**config.mk**
```make
export PLATFORM = sky130hd
export DESIGN_NAME = fu_sched
export DESIGN_NICKNAME = d
export VERILOG_FILES = /design/src/rtl/fu_sched.sv
export SDC_FILE = /design/constraint.sdc
export NUM_CORES = 1
export LEC_CHECK = 0
export ABC_AREA = 1
export CAP_MARGIN = 20
export CORE_MARGIN = 4
export CORE_UTILIZATION = 35
export DETAILED_ROUTE_END_ITERATION = 7
export PLACE_DENSITY = 0.65
export SYNTH_ARGS = -nofsm -noshare
export SYNTH_HDL_FRONTEND = slang
export SYNTH_SLANG_ARGS = --single-unit
```
**constraint.sdc**
```tcl
create_clock -name clk -period 4.55 [get_ports clk]
set_input_delay 0.91 -clock clk [delete_from_list [all_inputs] [get_ports clk]]
set_output_delay 0.91 -clock clk [all_outputs]
set_load 0.01 [all_outputs]
```
**src/rtl/fu_sched.sv**
```systemverilog
// rtl/fu_sched.sv - three-FU issue/complete scheduler with dual round-robin writeback
module fu_sched #(
    parameter int ALU_LAT = 1,
    parameter int TAG_W   = 6
) (
    input  logic                 clk,
    input  logic                 reset,
    input  logic [2:0]           issue_valid,
    input  logic [3*TAG_W-1:0]   issue_tag,
    input  logic                 mem_done,
    input  logic                 flush,
    output logic [2:0]           fu_rdy,
    output logic [1:0]           wb_valid,
    output logic [2*TAG_W-1:0]   wb_tag,
    output logic [3:0]           wb_fu,
    output logic                 issue_err
);

    typedef enum logic [1:0] {
        S_IDLE    = 2'd0,
        S_EXEC    = 2'd1,
        S_WAIT_WB = 2'd2
    } fu_state_t;

    localparam logic [3:0] LAT_M1 = 4'(ALU_LAT - 1);

    fu_state_t        r_state [3];
    fu_state_t        w_state_nxt [3];
    logic [3:0]       r_cnt [2];
    logic [3:0]       w_cnt_nxt [2];
    logic [TAG_W-1:0] r_tag [3];
    logic [TAG_W-1:0] w_tag_nxt [3];
    logic [1:0]       r_rr_ptr;
    logic [1:0]       w_rr_nxt;
    logic             r_issue_err;
    logic             w_issue_err_nxt;
    logic [2:0]       w_grant;
    logic [2:0]       w_exec_done;
    logic [2:0]       w_sum;
    logic [1:0]       w_idx;

    assign fu_rdy[0]   = (r_state[0] == S_IDLE);
    assign fu_rdy[1]   = (r_state[1] == S_IDLE);
    assign fu_rdy[2]   = (r_state[2] == S_IDLE);
    assign issue_err   = r_issue_err;
    assign w_exec_done = {mem_done, (r_cnt[1] == 4'd0), (r_cnt[0] == 4'd0)};

    // Walk FUs from r_rr_ptr; first WAIT_WB hit takes port 0, second takes port 1.
    always_comb begin
        w_grant  = '0;
        wb_valid = '0;
        wb_tag   = '0;
        wb_fu    = '0;
        w_rr_nxt = r_rr_ptr;
        w_sum    = '0;
        w_idx    = '0;
        if (!flush) begin
            for (int k = 0; k < 3; k++) begin
                w_sum = {1'b0, r_rr_ptr} + 3'(k);
                if (w_sum >= 3'd3) w_sum = w_sum - 3'd3;
                w_idx = w_sum[1:0];
                if (r_state[w_idx] == S_WAIT_WB) begin
                    if (!wb_valid[0]) begin
                        wb_valid[0]           = 1'b1;
                        wb_tag[TAG_W-1:0]     = r_tag[w_idx];
                        wb_fu[1:0]            = w_idx;
                        w_grant[w_idx]        = 1'b1;
                        w_rr_nxt              = (w_idx == 2'd2) ? 2'd0 : w_idx + 2'd1;
                    end else if (!wb_valid[1]) begin
                        wb_valid[1]           = 1'b1;
                        wb_tag[2*TAG_W-1:TAG_W] = r_tag[w_idx];
                        wb_fu[3:2]            = w_idx;
                        w_grant[w_idx]        = 1'b1;
                        w_rr_nxt              = (w_idx == 2'd2) ? 2'd0 : w_idx + 2'd1;
                    end
                end
            end
        end
    end

    always_comb begin
        w_issue_err_nxt = r_issue_err;
        for (int i = 0; i < 3; i++) begin
            w_state_nxt[i] = r_state[i];
            w_tag_nxt[i]   = r_tag[i];
            if (flush) begin
                w_state_nxt[i] = S_IDLE;
            end else begin
                case (r_state[i])
                    S_IDLE: begin
                        if (issue_valid[i]) begin
                            w_state_nxt[i] = S_EXEC;
                            w_tag_nxt[i]   = issue_tag[i*TAG_W +: TAG_W];
                        end
                    end
                    S_EXEC: begin
                        if (w_exec_done[i]) w_state_nxt[i] = S_WAIT_WB;
                    end
                    S_WAIT_WB: begin
                        if (w_grant[i]) w_state_nxt[i] = S_IDLE;
                    end
                    default: w_state_nxt[i] = S_IDLE;
                endcase
                if (issue_valid[i] && (r_state[i] != S_IDLE)) w_issue_err_nxt = 1'b1;
            end
        end
        for (int j = 0; j < 2; j++) begin
            w_cnt_nxt[j] = r_cnt[j];
            if (flush) begin
                w_cnt_nxt[j] = 4'd0;
            end else if ((r_state[j] == S_IDLE) && issue_valid[j]) begin
                w_cnt_nxt[j] = LAT_M1;
            end else if ((r_state[j] == S_EXEC) && (r_cnt[j] != 4'd0)) begin
                w_cnt_nxt[j] = r_cnt[j] - 4'd1;
            end
        end
    end

    always_ff @(posedge clk or negedge reset) begin
        if (!reset) begin
            for (int i = 0; i < 3; i++) begin
                r_state[i] <= S_IDLE;
                r_tag[i]   <= '0;
            end
            for (int j = 0; j < 2; j++) r_cnt[j] <= 4'd0;
            r_rr_ptr    <= 2'd0;
            r_issue_err <= 1'b0;
        end else begin
            for (int i = 0; i < 3; i++) begin
                r_state[i] <= w_state_nxt[i];
                r_tag[i]   <= w_tag_nxt[i];
            end
            for (int j = 0; j < 2; j++) r_cnt[j] <= w_cnt_nxt[j];
            r_rr_ptr    <= w_rr_nxt;
            r_issue_err <= w_issue_err_nxt;
        end
    end

endmodule

```
## Word-level counts from Yosys, hierarchy flattened

Cells that the tools add are included.

- Flip-flop bits (word level): 35
- Latch bits: 0
- Memory bits (writable): 0
- Memory bits (read-only): 0
- Input bits: 25
- Output and inout bits: 22
- Logic and storage cells: 192
- Memories: 0

- Add/subtract/negate cells: 10
- Multipliers: 0
- Div/mod/pow operators: 0
- $lt $le $gt $ge: 12
- Equality and inequality tests: 21
- Shift-type cells: 0
- Mux-type cells: 105
- Bitwise gates (word level): 6
- Reduce and logical (&&, ||, !) cells: 28

Operators by type and width:

| kind | number |
|---|---|
| $mux W2 | 46 |
| $mux W6 | 13 |
| $bmux W6 S2 | 3 |
| $mux W12 | 3 |
| $mux W4 | 9 |
| $mux W3 | 10 |
| $ne A3 B3 Y1 const B | 9 |
| $eq A2 B2 Y1 const B | 9 |
| $pmux W2 S3 | 3 |
| $reduce_and A3 Y1 | 6 |
| $bmux W2 S2 | 3 |
| $mux W1 | 12 |
| $logic_and A1 B1 Y1 | 10 |
| $ge A3 B3 Y1 const B | 3 |
| $lt A2 B3 Y1 const B | 3 |
| $not A2 Y3 | 3 |
| $logic_not A4 Y1 | 2 |
| $reduce_bool A4 Y1 | 2 |
| $sub A4 B1 Y4 const B | 2 |
| $add A2 B1 Y2 const B | 3 |
| $demux W1 S2 | 3 |
| $eq A2 B1 Y1 const B | 3 |
| $ge A2 B1 Y1 const B | 3 |
| $ge A3 B2 Y1 const B | 2 |
| 9 further kinds | 17 |

## Logic depth before layout (Yosys ltp)

Gate-level depths: netlist of the first run.

- Depth in word-level cells: 23
- Gate-level depth with buffers: 15
- Depth with buffers taken out: 15

## Worst setup path after synthesis of the first run

OpenSTA, ideal clock, no wires.

- Path kind: reg2out
- Start: reg r_rr_ptr[0]
- End: out wb_tag[8]
- Data arrival time: 1869 ps
- Slack: 1771 ps
- Stages on the path, launching flop included: 13
- Cell sequence: dfrtp_1 > inv_1 > ha_1 > buf_2 > inv_2 > nand3_1 > nand2_1 > inv_2 > nor2_4 > nand2_2 > buf_6 > or2_0 > a21oi_1

- Longest elaborated chain between the ends: 17
- Elaborated cells between the ends (all ways): 47
- Those cells by class: add/sub (5); order compare (3); eq/ne (3); mux (33); bitwise (3)

Ends and longest elaborated chain:

| element | line | text |
|---|---|---|
| from (decl) | 33 | `logic [1:0] r_rr_ptr;` |
| from (signal assigned) | 134 | `r_rr_ptr <= w_rr_nxt;` |
| $sub A2 B2 Y2 or $ge A2 B2 Y1 (tied branches) | 60 | `if (w_sum >= 3'd3) w_sum = w_sum - 3'd3;` |
| $mux W2 | 60 |  |
| $mux W2 | 57 | `if (!flush) begin` |
| $not A2 Y3 | -- |  |
| $bmux W2 S2 | 62 | `if (r_state[w_idx] == S_WAIT_WB) begin` |
| $mux W2 (not written as such) (2 in a row) | 62 |  |
| $eq A2 B2 Y1 | 62 |  |
| $mux W1 | 62 |  |
| $mux W2 | 57 |  |
| $mux W1 | 63 | `if (!wb_valid[0]) begin` |
| $mux W2 | 62 |  |
| $mux W2 | 57 |  |
| $mux W6 | 69 | `end else if (!wb_valid[1]) begin` |
| $mux W6 | 63 |  |
| $mux W12 * | 62 |  |
| $mux W12 * | 57 |  |
| to (decl) | 14 | `output logic [2*TAG_W-1:0] wb_tag,` |

Every way passes the cells marked *; elsewhere a longest branch is shown, timed or not. The select of a mux whose other input is x is not followed.

## Worst setup path after layout of the first run

- Start: reg r_rr_ptr[1]
- End: out wb_fu[1]

- Longest elaborated chain between the ends: 15
- Elaborated cells between the ends (all ways): 39
- Those cells by class: add/sub (5); order compare (3); eq/ne (3); mux (25); bitwise (3)

Ends and longest elaborated chain:

| element | line | text |
|---|---|---|
| branches (longest 13 deep; another with $add A2 B1 Y3) | -- |  |
| $mux W4 * | 62 |  |
| $mux W4 * | 57 |  |
| to (decl) | 15 | `output logic [3:0] wb_fu,` |

Mark *: on every way between the ends. The select of a mux whose other input is x is not followed.

==> flow_results.org, run 1 <==
** Placement
- Detailed placement ended at an HPWL of 5530 µm.
- Post-DP Area :: 3180 µm²
- In this run, placement finished with an instance count of 540.
- At the end of routability-driven placement, the weighted congestion stood at 0.907.
- In this run the tool buffered the top-level ports with 46 buffer cells.

** GRT
- For this run, global-route usage on met1 was measured as 24.0%.
- After global routing the overflow that remains totals 0.
- Global routing used around 17% of the available tracks across all layers.
- Global routing consumed, on the met2 layer, 26.8% of the routing resources.
- Wire length of the first global-routing pass :: ~12000 µm
- The initial antenna violation count came to 0.
- In this run the most used layer during global routing was met2.
- Number of global-route vias before repair :: approximately 2.5k
- Pin count of the biggest net entering global routing :: 36
- Global routing consumed, on the met3 layer, about 2.3% of the routing resources.

** Floorplanning
- 47 I/O pins were placed.
- The floorplan has 31 rows.
- Die width :: 94.6 µm
- Die area :: 8960 µm²
- Starting utilization of the core area :: 36.0%
- In this run the vertical extent of the chip is 94.6 µm.
- Placeable core area :: 7290 µm²

** Timing
- Setup violations remaining at the end of the flow were counted as 0.
- Of the available clock period, the critical path in the final layout requires roughly nine tenths.
- In the final timing run, aggregate negative setup slack is 0 ns.
- Setup repair after global routing left no endpoint under its margin.
- Clock period minus worst slack :: 4.15 ns
- Max-Slew Margin vs Limit :: around half
- The number of hold violations in the final report came to 0.
- For this run, the top clock speed supported by timing is 0.241 GHz.
- Worst hold slack after final layout :: around 0.5 ns
- The clock arrives with 0.00590 ns of skew.
- Pin slew with the least headroom to its limit :: 0.778 ns
- The final-report max-slew violation count came to 0.

** Synthesis
- Average cell area after synthesis :: 6.49 µm²
- Share of flip-flops with an asynchronous set or reset after synthesis :: between 90% and 100%
- In this run, distinct cell masters in the synthesized netlist total 33.
- Main synth FF type :: dfrtp_1
- Synth warnings :: 0
- In this run, synthesis produced a sequential element count of 35.
- Yosys instantiated no cell more often than nand2_1.
- Area leader, netlist :: dfrtp_1
- Number of enable-type register cells in the synthesized netlist :: 0
- In the synthesized netlist, the cells that appear most often are nand2_1, inv_1, nor2_1.
- By area the synthesized netlist is led by dfrtp_1, nand2_1, a21oi_1.
- The share of the Yosys chip area taken by registers is 33.3%.
- The synthesized netlist occupies a cell area of about 2600 µm².
- The number of nets in the synthesized netlist is 438.
- The synthesized design devotes to its leading area cell type 33.3% of total area.
- Synthesized instance count :: 405

** Critical path
- The worst setup path is launched from a register.
- Setup CP Type :: register to output pin
- Critical path capture point type :: output pin
- Data on the critical path is required at its endpoint by 3.64 ns.
- Of all nets on the critical path, the largest fanout is 24.
- The worst register-to-register path ends at r_rr_ptr[1]$_DFFE_PN0N_.
- Number of cells on the worst reg-to-reg path :: 13
- In this run the critical register-to-register path is launched from r_rr_ptr[1]$_DFFE_PN0N_.
- The worst register-to-register path has a setup slack of 2.20 ns.
- At the worst endpoint, the arrival time is between 3 and 4 ns.

** Final layout
- Number of antenna cells inserted :: 0
- The multi-input combinational cells in the finished layout cover a total of 1440 µm².
- Relative to the synthesized area, the layout overhead comes to 24.8%.
- Registers take 876 µm².
- The finished layout holds 548 standard cells, fillers aside.
- After routing the design area is 3280 µm².
- The filler cells instantiated in the layout total 789.
- Of the cells placed in the final design, the portion with a size suffix greater than 1 is 6.01%.
- For this run, the post-layout net count is 481.

** Power
- Switching component of the power :: 1.03 mW
- In this run, the combinational gates consume between 60% and 70% of the power.
- P per Cell Area :: 620 nW/µm²
- Leak :: ~1.6 nW
- Net switching is around half of the power.
- Reg power frac :: 19.8%
- Cell Int Power :: between 1 and 1.5 mW
- Fraction of power consumed by the clock network :: between 10% and 20%
- IR analysis of the VDD net gives a maximum drop of 0.000209 V.

** Routing
- Drt first pass iters :: 5
- For this block, the via count after detailed routing is 2721.
- The count of nets left with antenna violations once routing finished came out at 0.
- Wirelength, routed :: 7140 µm
- Post-detailed-route wirelength per cell :: about 13 µm
- The first routing iteration left approximately 200 violations.
- In the routed design, unresolved DRC markers number 0.
- Dividing the detail-routed via count by the number of cells gives 4.97.

** Clock tree
- The clock drives 35 sinks.
- TritonCTS clock tree :: yes
- Clock network latency to the later pin of the worst-skew pair :: 0.28 ns
- Post-CTS repair changed the size of 0 cells.
- Post-CTS setup buffer count :: 0
- Hold buffer count at CTS :: 0
- H-tree levels :: 2
- Clock-pin slew was measured on the worst setup and hold paths at approximately 0.07 ns.
- In this run the clock root is driven by a clkbuf_8.
- Buffer depth of the longest clock path :: 2
- Number of buffers inserted during clock tree synthesis :: 5

** Worst hold path
- Destination of the worst hold path :: issue_err$_DFF_PN0_
- Hold Path Stages :: 2
- In this run the worst hold path is classified as register to register.
- Hold path start :: issue_err$_DFF_PN0_

** Job
- Max-cap violations in this run came to 0.

** Status
- The run finished with clean final reports.
-- power groups by stage --
| stage | logic, mW | registers [mW] | clock network (mW) |
|---|---|---|---|
| 3_3_place_gp | 1.36 | 0.405 | 0 |
| 3_5_place_dp | 1.36 | 0.408 | 0 |
| 5_1_grt | 1.55 | 0.409 | 0.273 |
| 4_1_cts | 1.37 | 0.401 | 0.259 |
| 6_report | 1.38 | 0.402 | 0.252 |
| 2_1_floorplan | 0.950 | 0.396 | 0 |
-- critical path, cell delays in order, from the launching register on --
cell	delay (ns)
dfrtp_1	0.42
inv_1	0.11
ha_1	0.67
inv_2	0.15
nand2_1	0.09
nand2_1	0.06
nand2_2	0.12
inv_1	0.06
nand2_2	0.18
nand2_2	0.12
inv_2	0.12
nand2_1	0.10
inv_1	0.08
nor2_1	0.04
nor2_1	0.09
clkdlybuf4s50_1	0.54
-- cells in the final DEF, fill, tap and decap left out, drive strengths merged, types with 3 or more instances in the layout --
| cell type | synthesis | final |
|---|---|---|
| clkbuf | 7 | 8 |
| nor2 | 55 | 55 |
| or2 | 4 | 4 |
| clkdlybuf4s50 | 0 | 46 |
| o31ai | 3 | 3 |
| ha | 8 | 8 |
| buf | 8 | 5 |
| o21ai | 31 | 31 |
| nand4 | 3 | 3 |
| nor3 | 7 | 7 |
| a21oi | 47 | 47 |
| dfrtp | 35 | 35 |
| nand3 | 30 | 30 |
| o22ai | 5 | 5 |
| nand2 | 88 | 88 |
| inv | 62 | 62 |
| o221ai | 4 | 4 |
-- flip-flops by register name, summed over array words and instances, names as in the netlist --
signal / cells
r_state: 6
issue_err: 1
r_tag: 18
r_cnt: 8
r_rr_ptr: 2
-- metrics by stage --
step                total power, mW  setup slack, ns  util (%)
floorplan                      1.35             1.77         -
global placement               1.76            0.813      43.6
detailed placement             1.77            0.714      43.6
CTS                            2.03            0.388      45.0
global route                   2.23           0.0431      45.0
finish                         2.03            0.395      45.0
-- cell families after synthesis --
| group | synth area share (%) |
|---|---|
| muxes | 0.429 |
| adders and majority gates | 3.81 |
| DFF | 33.3 |
| buffers and inverters | 11.7 |
| AOI/OAI and AO/OA | 20.0 |
| and+or+nand+nor | 30.7 |
-- cell type report --
type,count,area share [%]
clock buffer,8,3.05
sequential,35,26.7
tap,99,3.78
timing repair buffer,51,15.2
inverter,63,7.21
multi-input combinational,292,44.0
-- worst max-delay path by stage --
stage / startpoint / endpoint / cells after the start
after floorplan: r_rr_ptr[0]$_DFFE_PN0N_ / wb_tag[8] / 12
after global placement: r_rr_ptr[1]$_DFFE_PN0N_ / wb_fu[1] / 15
after detailed placement: r_rr_ptr[1]$_DFFE_PN0N_ / wb_fu[1] / 15
after CTS: r_rr_ptr[1]$_DFFE_PN0N_ / wb_fu[1] / 15
after global routing: r_rr_ptr[1]$_DFFE_PN0N_ / wb_fu[1] / 15
final: r_rr_ptr[1]$_DFFE_PN0N_ / wb_fu[1] / 15
-- per-layer routing --
metal  vias to the layer above  wire, µm
met5                         -         0
met4                         0        57
met3                         4       472
met2                        86      3060
met1                      1232      3550
li1                       1399         -
No activity file was read; power rests on OpenSTA's default activity.
==> run 2, diff against run 1 <==
--- a/config.mk
+++ b/config.mk
@@ -7,10 +7,11 @@
 export LEC_CHECK = 0
 export ABC_AREA = 1
 export CAP_MARGIN = 20
+export CORE_ASPECT_RATIO = 0.75
 export CORE_MARGIN = 4
 export CORE_UTILIZATION = 35
 export DETAILED_ROUTE_END_ITERATION = 7
-export PLACE_DENSITY = 0.65
+export PLACE_DENSITY = 0.63
 export SYNTH_ARGS = -nofsm -noshare
 export SYNTH_HDL_FRONTEND = slang
 export SYNTH_SLANG_ARGS = --single-unit
==> run 2 against run 1 <==
Non-clock buffer count shrank 1. Register-to-register slack better by 0.07 ns. Sequential power grew 1%. Hold slack improved by 0.022 ns. Sequential share of layout area grew 0.17 points. Core utilization is 0.53 points lower. Largest power group unchanged.
==> flow_results.org, run 2 (same netlist as run 1, synthesis figures left out) <==
** Final layout
- Multi-input combinational cell area :: 1450 µm² (+0.17%)
- Largest register by flop count :: r_tag
- In the layout the commonest cells are nand2_1, inv_1, nor2_1.
- The number of nets in the finished design was 480 (-0.21%).
- Area taken by flip-flops and latches :: 876 µm² (unchanged)
- The antenna cell count is 0 (unchanged).
- Leading cell type in the layout, fill and taps excluded :: nand2_1
- Layout cell share with drive strength beyond 1 :: 5.80% (-0.21 points)
- Largest regs :: r_tag x18, r_cnt x8, r_state x6
- Number of flip-flops under the largest register name :: 18 (unchanged)
- The number of fill cells came to 784 (-0.63%).
- Area added between synthesis and finish :: 24.0%
- The non-filler instance count after layout came to 549 (+0.18%).

** Timing
- The hold slack is 0.531 ns (+0.0222 ns).
- Tcrit/Tclk final :: 91.4% (about the same)
- The total setup violations reported at the end of the flow came to 0 (unchanged).
- The maximum clock frequency is 0.241 GHz (about the same).
- The transition at the pin with the smallest max-transition slack is 0.719 ns (-0.0592 ns).
- The accumulated negative setup slack came to 0 ns (unchanged).
- Max-Slew Margin vs Limit :: 52.1% (+3.9 points)
- The post-route worst setup slack was 0.393 ns (-0.00222 ns).
- Clock period minus worst slack :: 4.16 ns (+0.00222 ns)
- RSZ-0062 raised after global routing :: false
- Final count of hold timing violations :: 0 (unchanged)
- Number of max-slew violations in the final report :: 0 (unchanged)
- Worst setup skew after layout :: 0.00561 ns (-0.000290 ns)

** Floorplanning
- Site row count :: 27 (-13%)
- Starting utilization of the core area :: 35.8% (-0.19 points)
- The I/O pin count was 47 (unchanged).
- Die area :: 8970 µm² (+0.15%)
- Placeable core area :: 7330 µm² (+0.53%)
- The y dimension of the die came to 83.0 µm (-12%).
- The width of the die is 108 µm (+14%).

** Power
- The maximum vdd drop is 0.000255 V (+22%).
- Cell Int Power :: 973 µW (-3.2%)
- Combinational group share of total power :: 69.1% (+1.3 points)
- The power density over the cells came to 624 nW/µm² (+0.73%).
- Reg power frac :: 20.0% (+0.2 points)
- Switching component of the power :: 1.06 mW (+3.3%)
- Sw Ratio :: 52.1% (+1.6 points)
- The share of power burned in the clock network is 10.8% (-1.6 points).
- The leakage power of the design is 1.56 nW (-1.0%).

** GRT
- The final global-route overflow total was 0 (unchanged).
- The initial antenna violation count is 0 (unchanged).
- Global routing usage summed across all routing layers :: 18.2% (+1.3 points)
- The pin count of the biggest net entering global routing is 36 (unchanged).
- Wire length of the first global-routing pass :: 13200 µm (+8.8%)
- Number of global-route vias before repair :: 2687 (+5.5%)

** Status
- Run status :: finished, final reports clean

** Placement
- Gp weighted congestion :: 0.936 (+3.2%)
- Placement-stage worst setup slack :: 0.614 ns (-0.100 ns)
- The count of buffers from port buffering was 46 (unchanged).
- The half-perimeter wire length after detailed placement came to 6070 µm (+9.7%).
- Placed Cells incl. Taps :: 541 (+0.19%)

** Routing
- The number of nets with antenna violations after detailed routing is 0 (unchanged).
- The post-route DRC violation count is 0 (unchanged).
- The number of DRC violations after detailed-routing iteration 0 is 213 (+9.2%).
- Drt first pass iters :: 4 (-1)
- The via count was 2825 (+3.8%).
- The average routed wire per standard cell was 14.2 µm (+9.0%).
- Vias per std cell :: 5.15 (+3.6%)
- Wirelength, routed :: 7790 µm (+9.2%)

** Critical path
- The number of cells on the worst reg-to-reg path was 11 (-2).
- In this run the critical register-to-register path is launched from r_rr_ptr[0]$_DFFE_PN0N_.
- The arrival time of data at the critical path endpoint is 3.25 ns (about the same).
- The setup slack of the worst register-to-register path was 2.27 ns (+0.07 ns).
- Timing endpoint of the critical path :: wb_tag[11]
- The worst setup path is launched from a register.
- By startpoint and endpoint, the worst setup path is classified as register to output pin.
- End of the worst register-to-register path :: r_rr_ptr[1]$_DFFE_PN0N_
- Critical path capture point type :: output pin
- Critical Path RT :: 3.64 ns (about the same)
- CP Launch Point :: r_rr_ptr[0]$_DFFE_PN0N_
- The largest fanout of any net on the critical path is 21 (-13%).

** Job
- The number of max-capacitance violations reported came to 0 (unchanged).

** Clock tree
- Number of buffers inserted during clock tree synthesis :: 5 (unchanged)
- The CTS sink count was 35 (unchanged).
- Clock slew at the register clock pins of the worst setup and hold paths :: 0.07 ns (about the same)
- TritonCTS clock tree :: yes
- Cell at the root of the clock tree :: clkbuf_8
- The maximum level of the CTS H-tree came to 2 (unchanged).
- The worst-skew pair later-pin latency was 0.29 ns (about the same).
- The deepest clock path buffer count is 2 (unchanged).

** Worst hold path
- The tightest min-delay check is of the register to register type.
-- run 2: cell types whose count changed in the layout (fill, tap and decap cells not counted) --
| cell | previous run | this run |
|---|---|---|
| clkinv_2 | 0 | 1 |
| clkbuf_1 | 1 | 2 |
| clkbuf_8 | 7 | 5 |
| buf_4 | 5 | 4 |
| ha_2 | 0 | 1 |
| ha_1 | 8 | 7 |
-- run 2: what timing repair did --
| action | in CTS | in global routing |
|---|---|---|
| hold buffers | 0 | 0 |
| setup buffers | 0 | 0 |
| gates resized for setup | 0 | 1 |
| endpoints found under the setup margin | 0 | 2 |
-- run 2: routing by layer --
metal  vias up  track usage, %  part of all wire, %
met2       114            26.2                   43
met4         0            3.78                  1.1
li1       1397               -                    -
met1      1305            27.4                   49
met3         9            4.43                  7.4
met5         -               0                    0
-- run 2: worst min-delay path by stage --
stage,to,slack [ns],cells after the start,from
after floorplan,r_tag[0]$_DFFE_PN0P_,0.50,2,r_tag[0]$_DFFE_PN0P_
final,r_cnt[4]$_DFFE_PN0P_,0.53,2,r_cnt[4]$_DFFE_PN0P_
after detailed placement,issue_err$_DFF_PN0_,0.50,2,issue_err$_DFF_PN0_
after CTS,issue_err$_DFF_PN0_,0.53,2,issue_err$_DFF_PN0_
after global placement,r_cnt[0]$_DFFE_PN0P_,0.52,2,r_cnt[0]$_DFFE_PN0P_
after global routing,issue_err$_DFF_PN0_,0.56,2,issue_err$_DFF_PN0_
-- run 2: stage by stage --
step / cell area, µm² / power [mW] / utilization, %
floorplan: 2630 / 1.35 / -
global placement: 3170 / 1.79 / 43.3
detailed placement: 3170 / 1.79 / 43.3
CTS: 3250 / 2.02 / 44.4
global route: 3260 / 2.23 / 44.4
finish: 3260 / 2.03 / 44.4
-- run 2: worst max-delay path: stages, from the launching register on --
cell	delay, ns
dfrtp_1	0.44
inv_1	0.11
ha_1	0.63
nor2_1	0.09
nand2_1	0.11
nand2_2	0.09
inv_1	0.08
nand2_2	0.16
nand2_2	0.17
nand2_1	0.14
o31ai_1	0.35
clkdlybuf4s50_1	0.61
-- run 2: area by class of cell --
class | count | share of cell area (%)
repair buffers | 50 | 15.1
clock inverters | 1 | 0.154
multi-input cells | 292 | 44.4
well taps | 101 | 3.88
inverters | 63 | 7.26
clock buffers | 7 | 2.34
flip-flops and latches | 35 | 26.9
-- run 2: power groups by stage --
stage / combinational (mW) / clock, mW / sequential, mW
2_1_floorplan: 0.950 / 0 / 0.396
4_1_cts: 1.39 / 0.230 / 0.405
3_5_place_dp: 1.38 / 0 / 0.411
5_1_grt: 1.58 / 0.245 / 0.413
3_3_place_gp: 1.38 / 0 / 0.409
6_report: 1.41 / 0.220 / 0.408
==> run 3, diff against run 2 <==
--- a/config.mk
+++ b/config.mk
@@ -6,7 +6,8 @@
 export NUM_CORES = 1
 export LEC_CHECK = 0
 export ABC_AREA = 1
-export CAP_MARGIN = 20
+export ABC_CLOCK_PERIOD_IN_PS = 4550
+export CAP_MARGIN = 15
 export CORE_ASPECT_RATIO = 0.75
 export CORE_MARGIN = 4
 export CORE_UTILIZATION = 35
==> constraint.sdc (replaced) <==
create_clock -name clk -period 4.55 [get_ports clk]
set_input_delay 1.365 -clock clk [delete_from_list [all_inputs] [get_ports clk]]
set_output_delay 1.365 -clock clk [all_outputs]
set_load 0.01 [all_outputs]
==> run 3 against run 2 <==
Cell count grew 1.5%. Count of clock-buffer cells in the layout shrank 2. Die area is the same. Sequential power is essentially flat. Critical endpoint unchanged. Largest power group unchanged.
==> flow_results.org, run 3 (same netlist as run 1, synthesis figures left out) <==
** Status
- Run status :: finished, final reports clean

** Placement
- The global placer's final weighted congestion was 0.956 (+2.1%).
- The count of buffers from port buffering came to 46 (unchanged).
- The half-perimeter wire length after detailed placement came to 6120 µm (+0.72%).

** Routing
- The post-detailed-routing wire length came to 7870 µm (+0.94%).
- Residual DRC count :: 0 (unchanged)
- The routed via count divided by cell count was 5.11 (-0.63%).
- The number of nets with antenna violations after detailed routing came to 0 (unchanged).
- Post-detailed-route wirelength per cell :: 14.1 µm (-0.51%)
- Iteration-0 DRC count of the detailed router :: 179 (-16%)
- The via count is 2848 (+0.81%).
- The number of iterations in the first detailed-routing pass came to 4 (unchanged).

** Final layout
- Top library cells by usage in the layout, fill and taps aside :: nand2_1, inv_1, nor2_1
- The flip-flop count of the largest register after layout was 18 (unchanged).
- The area growth from synthesis to layout is 28.0%.
- The number of fill cells came to 766 (-2.3%).
- Leaving out fill and tap cells, the most frequent cell in the layout is nand2_1.
- Largest regs :: r_tag x18, r_cnt x8, r_state x6
- The sequential standard cell area is 877 µm² (+0.14%).
- Number of nets in the layout :: 488 (+1.7%)
- The fraction of final layout cells with drive strength greater than 1 is 8.55% (+2.7 points).
- Number of antenna cells inserted :: 0 (unchanged)
- The combined area of the multi-input logic cells was 1460 µm² (+1.0%).
- More flip-flops sit in one register than any other, and that register is r_tag.

** Power
- The proportion of total power due to net switching was 49.9% (-2.2 points).
- Worst IR Drop VDD :: 0.000219 V (-14%)
- The total chip power was 2.19 mW (+7.7%).
- The power density over the cells came to 651 nW/µm² (+4.3%).
- Switching component of the power :: 1.09 mW (+3.1%)
- The share of power burned in the clock network came to 13.2% (+2.4 points).
- The proportion of power drawn by flip-flops and latches was 18.6% (-1.4 points).
- The part of the power in combinational logic is 68.2% (-0.9 points).
- The total internal power was 1.10 mW (+13%).
- Leak :: 1.62 nW (+3.4%)

** Floorplanning
- Height of the die :: 83.0 µm (unchanged)
- The width of the die is 108 µm (unchanged).
- The I/O pin count is 47 (unchanged).
- The core footprint was 7330 µm² (unchanged).
- Starting utilization of the core area :: 35.8% (unchanged)
- The overall die area is 8970 µm² (unchanged).
- The number of core rows came to 27 (unchanged).

** Timing
- RSZ-0062 raised after global routing :: false
- The final cycle utilization of the critical path was 96.6% (+5.2 points).
- Worst hold slack after final layout :: 0.522 ns (-0.00890 ns)
- The number of hold violations in the final report is 0 (unchanged).
- The accumulated negative setup slack was 0 ns (unchanged).
- FMAX :: 0.228 GHz (-5.4%)
- Worst setup skew after layout :: 0.0127 ns (+0.00708 ns)
- The transition at the pin with the smallest max-transition slack came to 0.545 ns (-0.175 ns).
- The total setup violations reported at the end of the flow came to 0 (unchanged).
- The final-report max-slew violation count came to 0 (unchanged).
- Max-Slew Margin vs Limit :: 63.6% (+12 points)
- Clock period minus worst slack :: 4.39 ns (+0.238 ns)

** GRT
- The total routing resource utilization after global routing came to 18.6% (+0.46 points).
- The pin count of the biggest net entering global routing was 36 (unchanged).
- Global route total overflow :: 0 (unchanged)
- The initial antenna violation count came to 0 (unchanged).
- The global-route wire length before repair is 13600 µm (+3.2%).
- The number of global-route vias before repair is 2872 (+6.9%).

** Clock tree
- The cell sitting at the root of the clock tree is a clkbuf_8.
- H-tree levels :: 2 (unchanged)
- Post-CTS setup buffer count :: 0 (unchanged)
- Clock Sinks :: 35 (unchanged)
- The number of buffers created by CTS was 5 (unchanged).
- The deepest clock path buffer count is 2 (unchanged).
- TritonCTS built the clock tree.
- The number of cells upsized or downsized after cts was 0 (unchanged).
- Clock network latency to the later pin of the worst-skew pair :: 0.30 ns (about the same)
- Clock slew at the register clock pins of the worst setup and hold paths :: 0.08 ns (about the same)
- The hold-fix buffer count after cts came to 0 (unchanged).

** Job
- The number of max-capacitance violations reported is 0 (unchanged).

** Critical path
- The arrival time of data at the critical path endpoint was 3.03 ns (-0.22 ns).
- Critical path capture point type :: output pin
- The setup slack of the worst register-to-register path is 2.39 ns (+0.12 ns).
- Kind of start point of the critical path :: input pin
- The required time of the critical path was 3.18 ns (-0.46 ns).
- Setup CP Type :: input pin to output pin
- The largest fanout of any net on the critical path came to 5 (-76%).

** Worst hold path
- Worst min-delay path class :: register to register
## run 3: worst paths after layout
path,depth (start not counted),to,start
max,5,wb_tag[11],flush
min,2,issue_err$_DFF_PN0_,issue_err$_DFF_PN0_
max reg2reg,11,r_state[3]$_DFFE_PN0P_,r_rr_ptr[0]$_DFFE_PN0N_
min reg2reg,2,issue_err$_DFF_PN0_,issue_err$_DFF_PN0_
max in group asynchronous,2,r_rr_ptr[0]$_DFFE_PN0N_,reset
min in group asynchronous,2,r_tag[8]$_DFFE_PN0P_,reset
## run 3: worst max-delay path, cell delays in order
cell and delay [ns]:
clkdlybuf4s50_1 0.44, clkinv_1 0.10, nand2_1 0.12, o31ai_1 0.38, clkdlybuf4s50_1 0.62
## run 3: layer usage
metal | part of all wire (%) | vias up | GRT usage (%)
met4 | 1.4 | 0 | 5.85
met2 | 44 | 97 | 29.2
met5 | 0 | - | 0
met1 | 48 | 1324 | 25.6
li1 | - | 1415 | -
met3 | 6.3 | 12 | 3.89
## run 3: power groups by stage
stage	logic, mW	registers [mW]	clock network [mW]
4_1_cts	1.46	0.403	0.297
6_report	1.49	0.408	0.288
5_1_grt	1.67	0.414	0.313
3_3_place_gp	1.44	0.408	0
3_5_place_dp	1.46	0.409	0
2_1_floorplan	0.950	0.396	0
## run 3: area by class of cell
type / count / area share [%]
clock buffer: 5 / 2.05
clock inverter: 3 / 1.30
inverter: 63 / 7.03
multi-input combinational: 292 / 43.4
sequential: 35 / 26.1
tap: 101 / 3.76
timing repair buffer: 58 / 16.4
## run 3: per-stage QoR
stage / util, % / instances / area, µm² / worst slack, ns
6_report: 45.9 / 557 / 3360 / 0.155
5_1_grt: 45.9 / 557 / 3360 / 0.00686
4_1_cts: 45.6 / 557 / 3350 / 0.101
3_5_place_dp: 44.1 / 549 / 3230 / 0.204
3_3_place_gp: 44.1 / 549 / 3230 / 0.217
2_1_floorplan: - / 405 / 2630 / 1.09
